**src/rtl/ss_seq_pkg.sv**
```systemverilog
`default_nettype none
// ============================================================================
//  Module   : ss_seq_pkg
//  Purpose  : Shared types and constants for the save-state sequencer:
//             FSM state encoding, header word layout and the bus address
//             step per 64-bit word.
//  Ports    : none (package)
//  Revision : 1.0  initial release
// ============================================================================
package ss_seq_pkg;

    typedef enum logic [2:0] {
        ST_IDLE       = 3'd0,
        ST_START_WAIT = 3'd1,
        ST_FETCH      = 3'd2,
        ST_ISSUE      = 3'd3,
        ST_WAIT_ACK   = 3'd4,
        ST_APPLY      = 3'd5,
        ST_NEXT       = 3'd6,
        ST_FINISH     = 3'd7
    } seq_state_t;

    // The save-state bus addresses 32-bit units, so each 64-bit word is 2 apart.
    localparam int ADDR_STEP = 2;

    // Header word: {magic[31:0], 16'h0, word_count[15:0]}
    localparam int HDR_MAGIC_LSB = 32;
    localparam int HDR_MAGIC_W   = 32;
    localparam int HDR_COUNT_LSB = 0;
    localparam int HDR_COUNT_W   = 16;

    function automatic logic [63:0] make_header(input logic [31:0] magic,
                                                input logic [15:0] count);
        logic [63:0] word;
        word = '0;
        word[HDR_MAGIC_LSB +: HDR_MAGIC_W] = magic;
        word[HDR_COUNT_LSB +: HDR_COUNT_W] = count;
        return word;
    endfunction

endpackage : ss_seq_pkg
`default_nettype wire

```
**src/rtl/ss_state_sequencer.sv**
```systemverilog
`default_nettype none
// ============================================================================
//  Module   : ss_state_sequencer
//  Purpose  : Initiator on the core save-state bus. A rising edge on ss_save
//             streams a header word plus WORD_COUNT core slots to the
//             controller; a rising edge on ss_load reads them back, checks
//             the header and writes the slots into the core.
//  Ports    : clk_ppu_21_47 / reset_n      clock, async active-low reset
//             ss_save / ss_load            operation triggers (edge)
//             ss_req/rnw/addr/dout/be      request side of the bus
//             ss_din / ss_ack              completion side of the bus
//             ss_busy                      operation in progress
//             slot_addr/rd_data/wr_en/wr_data  core state slot access
//             op_done / op_err             completion pulse / sticky error
//  Revision : 1.0  initial release
// ============================================================================
module ss_state_sequencer
    import ss_seq_pkg::*;
#(
    parameter int unsigned  WORD_COUNT  = 64,
    parameter logic [25:0]  BASE_ADDR   = 26'h0,
    parameter logic [31:0]  MAGIC       = 32'h4E45_5353,
    parameter int unsigned  START_DELAY = 6,
    parameter int unsigned  ACK_TIMEOUT = 4096
) (
    input  logic        clk_ppu_21_47,
    input  logic        reset_n,
    input  logic        ss_save,
    input  logic        ss_load,
    output logic        ss_req,
    output logic        ss_rnw,
    output logic [25:0] ss_addr,
    output logic [63:0] ss_dout,
    output logic [7:0]  ss_be,
    input  logic [63:0] ss_din,
    input  logic        ss_ack,
    output logic        ss_busy,
    output logic [15:0] slot_addr,
    input  logic [63:0] slot_rd_data,
    output logic        slot_wr_en,
    output logic [63:0] slot_wr_data,
    output logic        op_done,
    output logic        op_err
);

    localparam logic [15:0] c_word_last  = 16'(WORD_COUNT);
    localparam logic [12:0] c_timeout    = 13'(ACK_TIMEOUT);
    localparam logic [15:0] c_delay_last = (START_DELAY == 0) ? 16'd0 : 16'(START_DELAY - 1);
    localparam logic [25:0] c_addr_step  = 26'(ADDR_STEP);
    localparam logic [63:0] c_header     = make_header(MAGIC, c_word_last);

    seq_state_t  r_state;
    seq_state_t  w_next;

    logic        r_prev_save;
    logic        r_prev_load;
    logic        r_op;            // 1 = load, 0 = save
    logic [15:0] r_idx;           // word index, 0 = header
    logic [15:0] r_delay;
    logic [12:0] r_to;
    logic        r_fetch_wait;    // first FETCH cycle gives the slot read time to settle
    logic [25:0] r_addr;
    logic [63:0] r_dout;
    logic [63:0] r_capture;
    logic [15:0] r_slot_addr;
    logic        r_err;

    logic        w_save_edge;
    logic        w_load_edge;
    logic        w_timeout;
    logic        w_last;
    logic        w_hdr_bad;

    assign w_save_edge = ss_save & ~r_prev_save;
    assign w_load_edge = ss_load & ~r_prev_load;
    assign w_timeout   = !ss_ack && ((r_to + 13'd1) == c_timeout);
    assign w_last      = (r_idx == c_word_last);
    assign w_hdr_bad   = (r_capture != c_header);

    assign ss_rnw       = r_op;
    assign ss_addr      = r_addr;
    assign ss_dout      = r_dout;
    assign slot_addr    = r_slot_addr;
    assign slot_wr_data = r_capture;
    assign op_err       = r_err;

    always_ff @(posedge clk_ppu_21_47 or negedge reset_n) begin
        if (!reset_n) begin
            r_state <= ST_IDLE;
        end else begin
            r_state <= w_next;
        end
    end

    always_comb begin
        w_next     = r_state;
        ss_req     = 1'b0;
        ss_be      = 8'h00;
        ss_busy    = 1'b1;
        slot_wr_en = 1'b0;
        op_done    = 1'b0;
        case (r_state)
            ST_IDLE: begin
                ss_busy = 1'b0;
                if (w_save_edge || w_load_edge) begin
                    w_next = ST_START_WAIT;
                end
            end
            ST_START_WAIT: begin
                if (r_delay == c_delay_last) begin
                    w_next = r_op ? ST_ISSUE : ST_FETCH;
                end
            end
            ST_FETCH: begin
                if ((r_idx == 16'd0) || r_fetch_wait) begin
                    w_next = ST_ISSUE;
                end
            end
            ST_ISSUE: begin
                ss_req = 1'b1;
                ss_be  = 8'hFF;
                w_next = ST_WAIT_ACK;
            end
            ST_WAIT_ACK: begin
                ss_be = 8'hFF;
                if (ss_ack) begin
                    w_next = r_op ? ST_APPLY : ST_NEXT;
                end else if (w_timeout) begin
                    w_next = ST_FINISH;
                end
            end
            ST_APPLY: begin
                if (r_idx == 16'd0) begin
                    w_next = w_hdr_bad ? ST_FINISH : ST_NEXT;
                end else begin
                    slot_wr_en = 1'b1;
                    w_next     = ST_NEXT;
                end
            end
            ST_NEXT: begin
                if (w_last) begin
                    w_next = ST_FINISH;
                end else begin
                    w_next = r_op ? ST_ISSUE : ST_FETCH;
                end
            end
            ST_FINISH: begin
                ss_busy = 1'b0;
                op_done = !r_err;
                w_next  = ST_IDLE;
            end
            default: begin
                ss_busy = 1'b0;
                w_next  = ST_IDLE;
            end
        endcase
    end

    always_ff @(posedge clk_ppu_21_47 or negedge reset_n) begin
        if (!reset_n) begin
            r_prev_save  <= 1'b0;
            r_prev_load  <= 1'b0;
            r_op         <= 1'b0;
            r_idx        <= 16'd0;
            r_delay      <= 16'd0;
            r_to         <= 13'd0;
            r_fetch_wait <= 1'b0;
            r_addr       <= 26'd0;
            r_dout       <= 64'd0;
            r_capture    <= 64'd0;
            r_slot_addr  <= 16'd0;
            r_err        <= 1'b0;
        end else begin
            r_prev_save <= ss_save;
            r_prev_load <= ss_load;
            case (r_state)
                ST_IDLE: begin
                    if (w_save_edge || w_load_edge) begin
                        r_op         <= w_load_edge;   // load wins a tie
                        r_idx        <= 16'd0;
                        r_delay      <= 16'd0;
                        r_fetch_wait <= 1'b0;
                        r_addr       <= BASE_ADDR;
                        r_slot_addr  <= 16'd0;
                        r_err        <= 1'b0;
                    end
                end
                ST_START_WAIT: begin
                    r_delay <= r_delay + 16'd1;
                end
                ST_FETCH: begin
                    if (r_idx == 16'd0) begin
                        r_dout <= c_header;
                    end else if (!r_fetch_wait) begin
                        r_fetch_wait <= 1'b1;
                    end else begin
                        r_dout       <= slot_rd_data;
                        r_fetch_wait <= 1'b0;
                    end
                end
                ST_ISSUE: begin
                    r_to <= 13'd0;
                end
                ST_WAIT_ACK: begin
                    if (ss_ack) begin
                        if (r_op) begin
                            r_capture <= ss_din;
                        end
                    end else begin
                        r_to <= r_to + 13'd1;
                        if (w_timeout) begin
                            r_err <= 1'b1;
                        end
                    end
                end
                ST_APPLY: begin
                    if ((r_idx == 16'd0) && w_hdr_bad) begin
                        r_err <= 1'b1;
                    end
                end
                ST_NEXT: begin
                    if (!w_last) begin
                        r_idx       <= r_idx + 16'd1;
                        r_addr      <= r_addr + c_addr_step;
                        r_slot_addr <= r_idx;          // slot of the next word is i-1
                    end
                end
                default: begin
                end
            endcase
        end
    end

endmodule : ss_state_sequencer
`default_nettype wire

```
**config.mk**
```make
export PLATFORM = sky130hd
export DESIGN_NAME = ss_state_sequencer
export DESIGN_NICKNAME = d
export VERILOG_FILES = /design/src/rtl/ss_seq_pkg.sv /design/src/rtl/ss_state_sequencer.sv
export SDC_FILE = /design/constraint.sdc
export NUM_CORES = 1
export LEC_CHECK = 0
export BUFFER_PORTS_ARGS = -buffer_cell sky130_fd_sc_hd__buf_4
export CAP_MARGIN = 20
export CORE_UTILIZATION = 55
export CTS_CLUSTER_DIAMETER = 200
export DETAILED_ROUTE_END_ITERATION = 16
export GPL_TIMING_DRIVEN = 0
export MAX_ROUTING_LAYER = met4
export PLACE_DENSITY = 0.92
export SYNTH_ARGS = -nofsm -noshare
export SYNTH_HDL_FRONTEND = slang
export SYNTH_SLANG_ARGS = --single-unit
export TNS_END_PERCENT = 20
```
**constraint.sdc**
```tcl
create_clock -name clk_ppu_21_47 -period 3.85 [get_ports clk_ppu_21_47]
set_input_delay 0.5775 -clock clk_ppu_21_47 [delete_from_list [all_inputs] [get_ports clk_ppu_21_47]]
set_output_delay 0.5775 -clock clk_ppu_21_47 [all_outputs]
set_load 0.01 [all_outputs]
```
Word-level counts from Yosys, hierarchy flattened --
Cells that the tools add are included.
Operators by class: add/subtract/negate cells 4, eq/ne operators 20, mux-type cells 38, bitwise logic cells 4, reductions and logical operators 25
Operator list (count):
- $mux W64 | 2
- $pmux W16 S2 | 3
- $ne A64 B63 Y1 const B | 1
- $mux W26 | 2
- $pmux W26 S2 | 1
- $mux W16 | 3
- $add A16 B1 Y16 const B | 2
- $add A26 B2 Y26 const B | 1
- $pmux W13 S2 | 1
- $pmux W3 S8 | 1
- $mux W3 | 6
- $eq A16 B3 Y1 const B | 1
- $eq A16 B7 Y1 const B | 1
- $logic_not A16 Y1 | 1
- $ne A2 B2 Y1 const B | 8
- $mux W1 | 14
- $add A13 B1 Y13 const B | 1
- $eq A13 B13 Y1 const B | 1
- $mux W13 | 1
- $eq A3 B3 Y1 const B | 4
- $reduce_bool A2 Y1 | 5
- $reduce_and A3 Y1 | 3
- $mux W8 | 1
- $reduce_and A2 Y1 | 4
- 16 further kinds | 23
Storage, ports and cells: register bits after elaboration 223, bits of input ports 133, output and inout bits 184

Longest topological paths before layout --
word-level depth 6, depth in mapped cells 10, gate-level depth less buffers 7

Worst setup path before layout --
OpenSTA, ideal clock, no wires.
kind reg-to-reg, start register r_idx[11], end register r_dout[29] (netlist: ss_dout[29]), setup time 0.121 ns, arrival 1.866 ns, slack 1.863 ns, cell stages (with the launch flop) 9, buffers on the path 3, clock period less this slack 1.987 ns, path through dfrtp_1 -> nor4_2 -> and4_1 -> buf_4 -> nand2_2 -> a21o_1 -> buf_2 -> buf_6 -> a22o_1
On the way: longest elaborated chain between the ends 3
Ends and longest elaborated chain:
- from (decl) | RTL line ss_state_sequencer.sv:58 | logic [15:0] r_idx;
- from (signal assigned) | RTL line ss_state_sequencer.sv:223 | r_idx <= r_idx + 16'd1;
- $logic_not A16 Y1 * | RTL line ss_state_sequencer.sv:192 | if (r_idx == 16'd0) begin
- $reduce_bool A2 Y1 (no source line)
- $reduce_and A2 Y1 (no source line)
- to (signal assigned) | RTL line ss_state_sequencer.sv:193 | r_dout <= c_header;
- to (signal assigned) | RTL line ss_state_sequencer.sv:197 | r_dout <= slot_rd_data;
- to (decl) | RTL line ss_state_sequencer.sv:63 | logic [63:0] r_dout;
Every way passes the cells marked *; elsewhere a longest branch is shown, timed or not. A chain may end at the register's enable or synchronous reset.

Worst setup path in the final report --
start register r_idx[1], end output slot_wr_en
On the way: longest elaborated chain between the ends 3
Ends and longest elaborated chain:
- $logic_not A16 Y1 | RTL line ss_state_sequencer.sv:133 | if (r_idx == 16'd0) begin
- $mux W1 | RTL line ss_state_sequencer.sv:133
- $mux W1 | RTL line ss_state_sequencer.sv:102 | case (r_state)
- to (decl) | RTL line ss_state_sequencer.sv:40 | output logic slot_wr_en,
No other way between the ends.

==> flow_summary.json <==
{
  "netSwitchingFraction_pct": 37.0,
  "cp.arrival_ns": 2.32,
  "syn_nets": 996,
  "first_global_vias": 8760,
  "clock_sinks": 222,
  "crit_path_end": "slot_wr_en",
  "reg2reg_from": "r_state[2]",
  "setup_ws_ns": 0.953,
  "cts_htree_levels": 1,
  "regArea_sq_um": 5560,
  "port_buffers": 315,
  "switchingPower_uw": 3840,
  "fin_crit_ns": 2.90,
  "drtPass1Iterations": 5,
  "startpoint": "r_idx[1]",
  "setup_violations": 0,
  "synth.area.top_cells": "dfrtp_1 (57%), mux2_2 (7.3%), a22o_1 (4.5%)",
  "ys_seq_area_share_pct": 57.0,
  "r2r-end": "ss_addr[18]",
  "hp-class": "input port to asynchronous set/reset pin",
  "ys_ff_latch": 222,
  "seq_power_share_pct": 39.4,
  "cts_tree": "done",
  "path_class": "register to primary output",
  "grt_pass1_wl_microns": 48200,
  "die_w_microns": 135,
  "cp-end-kind": "primary output",
  "tns_ns": 0,
  "internal-power_uw": 6530,
  "grt_max_degree": 125,
  "synth_flop_cell": "dfrtp_1",
  "cts_hold_buf": 0,
  "drc_errors": 0,
  "finalHoldViolations": 0,
  "cts-resized-gates": 0,
  "num_rows": 48,
  "numCtsBuffers": 23,
  "synth_warnings": 0,
  "cpMaxStageDelayCell": "dfrtp_1",
  "gp_congestion": 0.903,
  "p_leak_uw": 0.00634,
  "async_reset_ff_share_pct": 100,
  "syn_area_sq_um": 9750,
  "fin_nets": 1337,
  "ant_nets": 0,
  "grtUsageTotal_pct": 35.7,
  "fp.dieH_microns": 135,
  "rsz0062_at_grt": "false",
  "cpPeakStageDelay_ns": 0.42,
  "synthTopCellsByCount": "dfrtp_1 (222), nand2_1 (76), mux2_2 (63)",
  "io_pins": 317,
  "multi_input_area_sq_um": 3870,
  "dr.first_iter.drc_count": 792,
  "syn_inst": 857,
  "clockBufferDepth": 3,
  "pre_cts_slack_ns": 1.29,
  "avgRoutedWirePerCell_microns": 21.7,
  "worst_pin_slew_ns": 0.946,
  "cp_common_cell": "nor2_1",
  "n_fill_cell": 1092,
  "vias": 8731,
  "relSlewSlack_pct": 36.9,
  "worst-path-max-fanout": 9,
  "synth_edf_count": 0,
  "cp_cell_sequence": "inv_1, ha_1, nor2b_1, nand4_1, nor2_1, nor2_1, buf_4",
  "postRouteWirelength_microns": 31200,
  "synth.distinct_cells": 62,
  "cts_setup_buffers": 0,
  "detail_route.vias_per_cell": 6.06,
  "drive_above_1_share_pct": 37.3,
  "yosysMostFrequentCell": "dfrtp_1",
  "clkLatencyLatePin_ns": 0.50,
  "hpwl_microns": 22800,
  "core-area_sq_um": 17300,
  "clockRootBuffer": "clkbuf_16",
  "synth_top_area_share_pct": 57.0,
  "p_per_area_nw_per_um2": 788,
  "required_ns": 3.27,
  "worst_r2r_path_depth": 6,
  "finalCritPeriodShare_pct": 75.3,
  "peakVddDrop_mv": 0.579,
  "path_clk_slew_ns": 0.06,
  "syn_to_final_growth_pct": 34.8,
  "initial_utilization_pct": 56.4,
  "cp-start-kind": "register",
  "comb_power_share_pct": 40.4,
  "yosys.area.top_type": "dfrtp_1",
  "clockPowerShare_pct": 20.2,
  "antenna_found_initial": 3,
  "max_freq_ghz": 0.345,
  "syn-mean-instance-area_sq_um": 11.4,
  "die_area_sq_um": 18300,
  "drv_slew": 0,
  "skew_ns": 0.0149,
  "cap_violations": 0,
  "status": "complete, no violations",
  "overflow": 0,
  "r2r_slack_ns": 1.18
}
==> state kept, by name, indices dropped and copies added (netlist names) <==
register / flops
ss_dout: 64
ss_addr: 25
op_err: 1
r_prev_save: 1
r_fetch_wait: 1
ss_rnw: 1
slot_addr: 16
slot_wr_data: 64
r_prev_load: 1
r_idx: 16
r_to: 13
r_state: 3
r_delay: 16
==> worst max-delay path, delay by kind of cell (launching register included) <==
family / cells / cell delay, ns
flip-flops: 1 / 0.42
AND/OR/NAND/NOR: 4 / 0.97
adder cells (fa/ha/maj): 1 / 0.16
buffers and inverters: 2 / 0.28
==> layout make-up <==
type,count,area share (%)
antenna,3,0.0571
tap,225,2.14
timing repair buffer,316,18.3
inverter,16,0.457
clock buffer,34,5.07
clock inverter,6,0.267
buffer,51,2.05
sequential,222,42.3
multi-input combinational,568,29.4
==> worst min-delay path by stage <==
stage                        startpoint              end  slack [ns]
after floorplan                 reset_n           op_err        0.28
after global placement      r_delay[15]      r_delay[15]        0.49
final                           reset_n  slot_wr_data[3]        0.14
after CTS                       ss_save      r_prev_save        0.18
after global routing            ss_save      r_prev_save        0.18
after detailed placement  slot_addr[12]    slot_addr[12]        0.49
==> metrics by stage <==
| step | total power (uW) | area [sq um] | hold WS (ns) | utilization, % | cells |
|---|---|---|---|---|---|
| final | 10400 | 13100 | 0.141 | 76.0 | 1441 |
| after global routing | 10900 | 13100 | 0.178 | 76.0 | 1441 |
| after CTS | 10300 | 13100 | 0.181 | 75.9 | 1438 |
| after detailed placement | 8190 | 12400 | 0.488 | 71.9 | 1398 |
| after global placement | 7970 | 12400 | 0.488 | 71.7 | 1397 |
| after floorplan | 5980 | 9750 | 0.282 | - | 857 |
==> cells in the final DEF, fill, tap and decap left out, types with 4 or more instances in the layout <==
cell       count
o21ai_0       50
nand3_1       43
and3_1        13
o31ai_1       12
buf_4        324
o211ai_1       7
ha_1           6
clkbuf_8       5
nand4_1       27
clkinv_2       4
or4_1          8
nand2_1       76
and4_1         8
clkbuf_16     23
nand2b_1       4
a31oi_1        7
nor3_1         7
dfrtp_1      222
a21oi_1       20
nor4_1        11
xnor2_1       14
inv_1         15
clkbuf_1      25
mux2_2        63
nor2_1        45
xor2_1         9
and2_1         6
a211oi_1       5
a22o_1        50
nor4b_1        8
o22a_1        16
buf_2         20
mux2i_1        6
or3_1         11
==> cell families (layout without fill, tap and decap cells) <==
kind of cell	Yosys count	in the layout	synth area share, %
and+or+nand+nor	284	284	15.4
DFF	222	222	57.0
AOI/OAI and AO/OA	184	184	13.3
muxes	70	70	8.01
buffers and inverters	67	423	3.37
xor gates and xnor gates	23	23	2.07
adders and majority gates	6	6	0.770
other	1	4	0.0385
==> metal layers <==
metal / GRT usage [%] / share of wire (%) / routed length, microns
met1: 43.4 / 36 / 11300
met2: 56.1 / 50 / 15500
met3: 7.89 / 9.0 / 2820
met4: 18.7 / 5.2 / 1610
met5: - / 0 / 0
==> power groups by stage <==
stage	combinational [uW]	clock (uW)	sequential [uW]
after floorplan	1770	0	4210
after global placement	3970	0	4000
after detailed placement	4120	0	4060
after CTS	4170	2110	4050
after global routing	4470	2200	4190
final	4180	2090	4090
No activity file was read; power rests on OpenSTA's default activity.
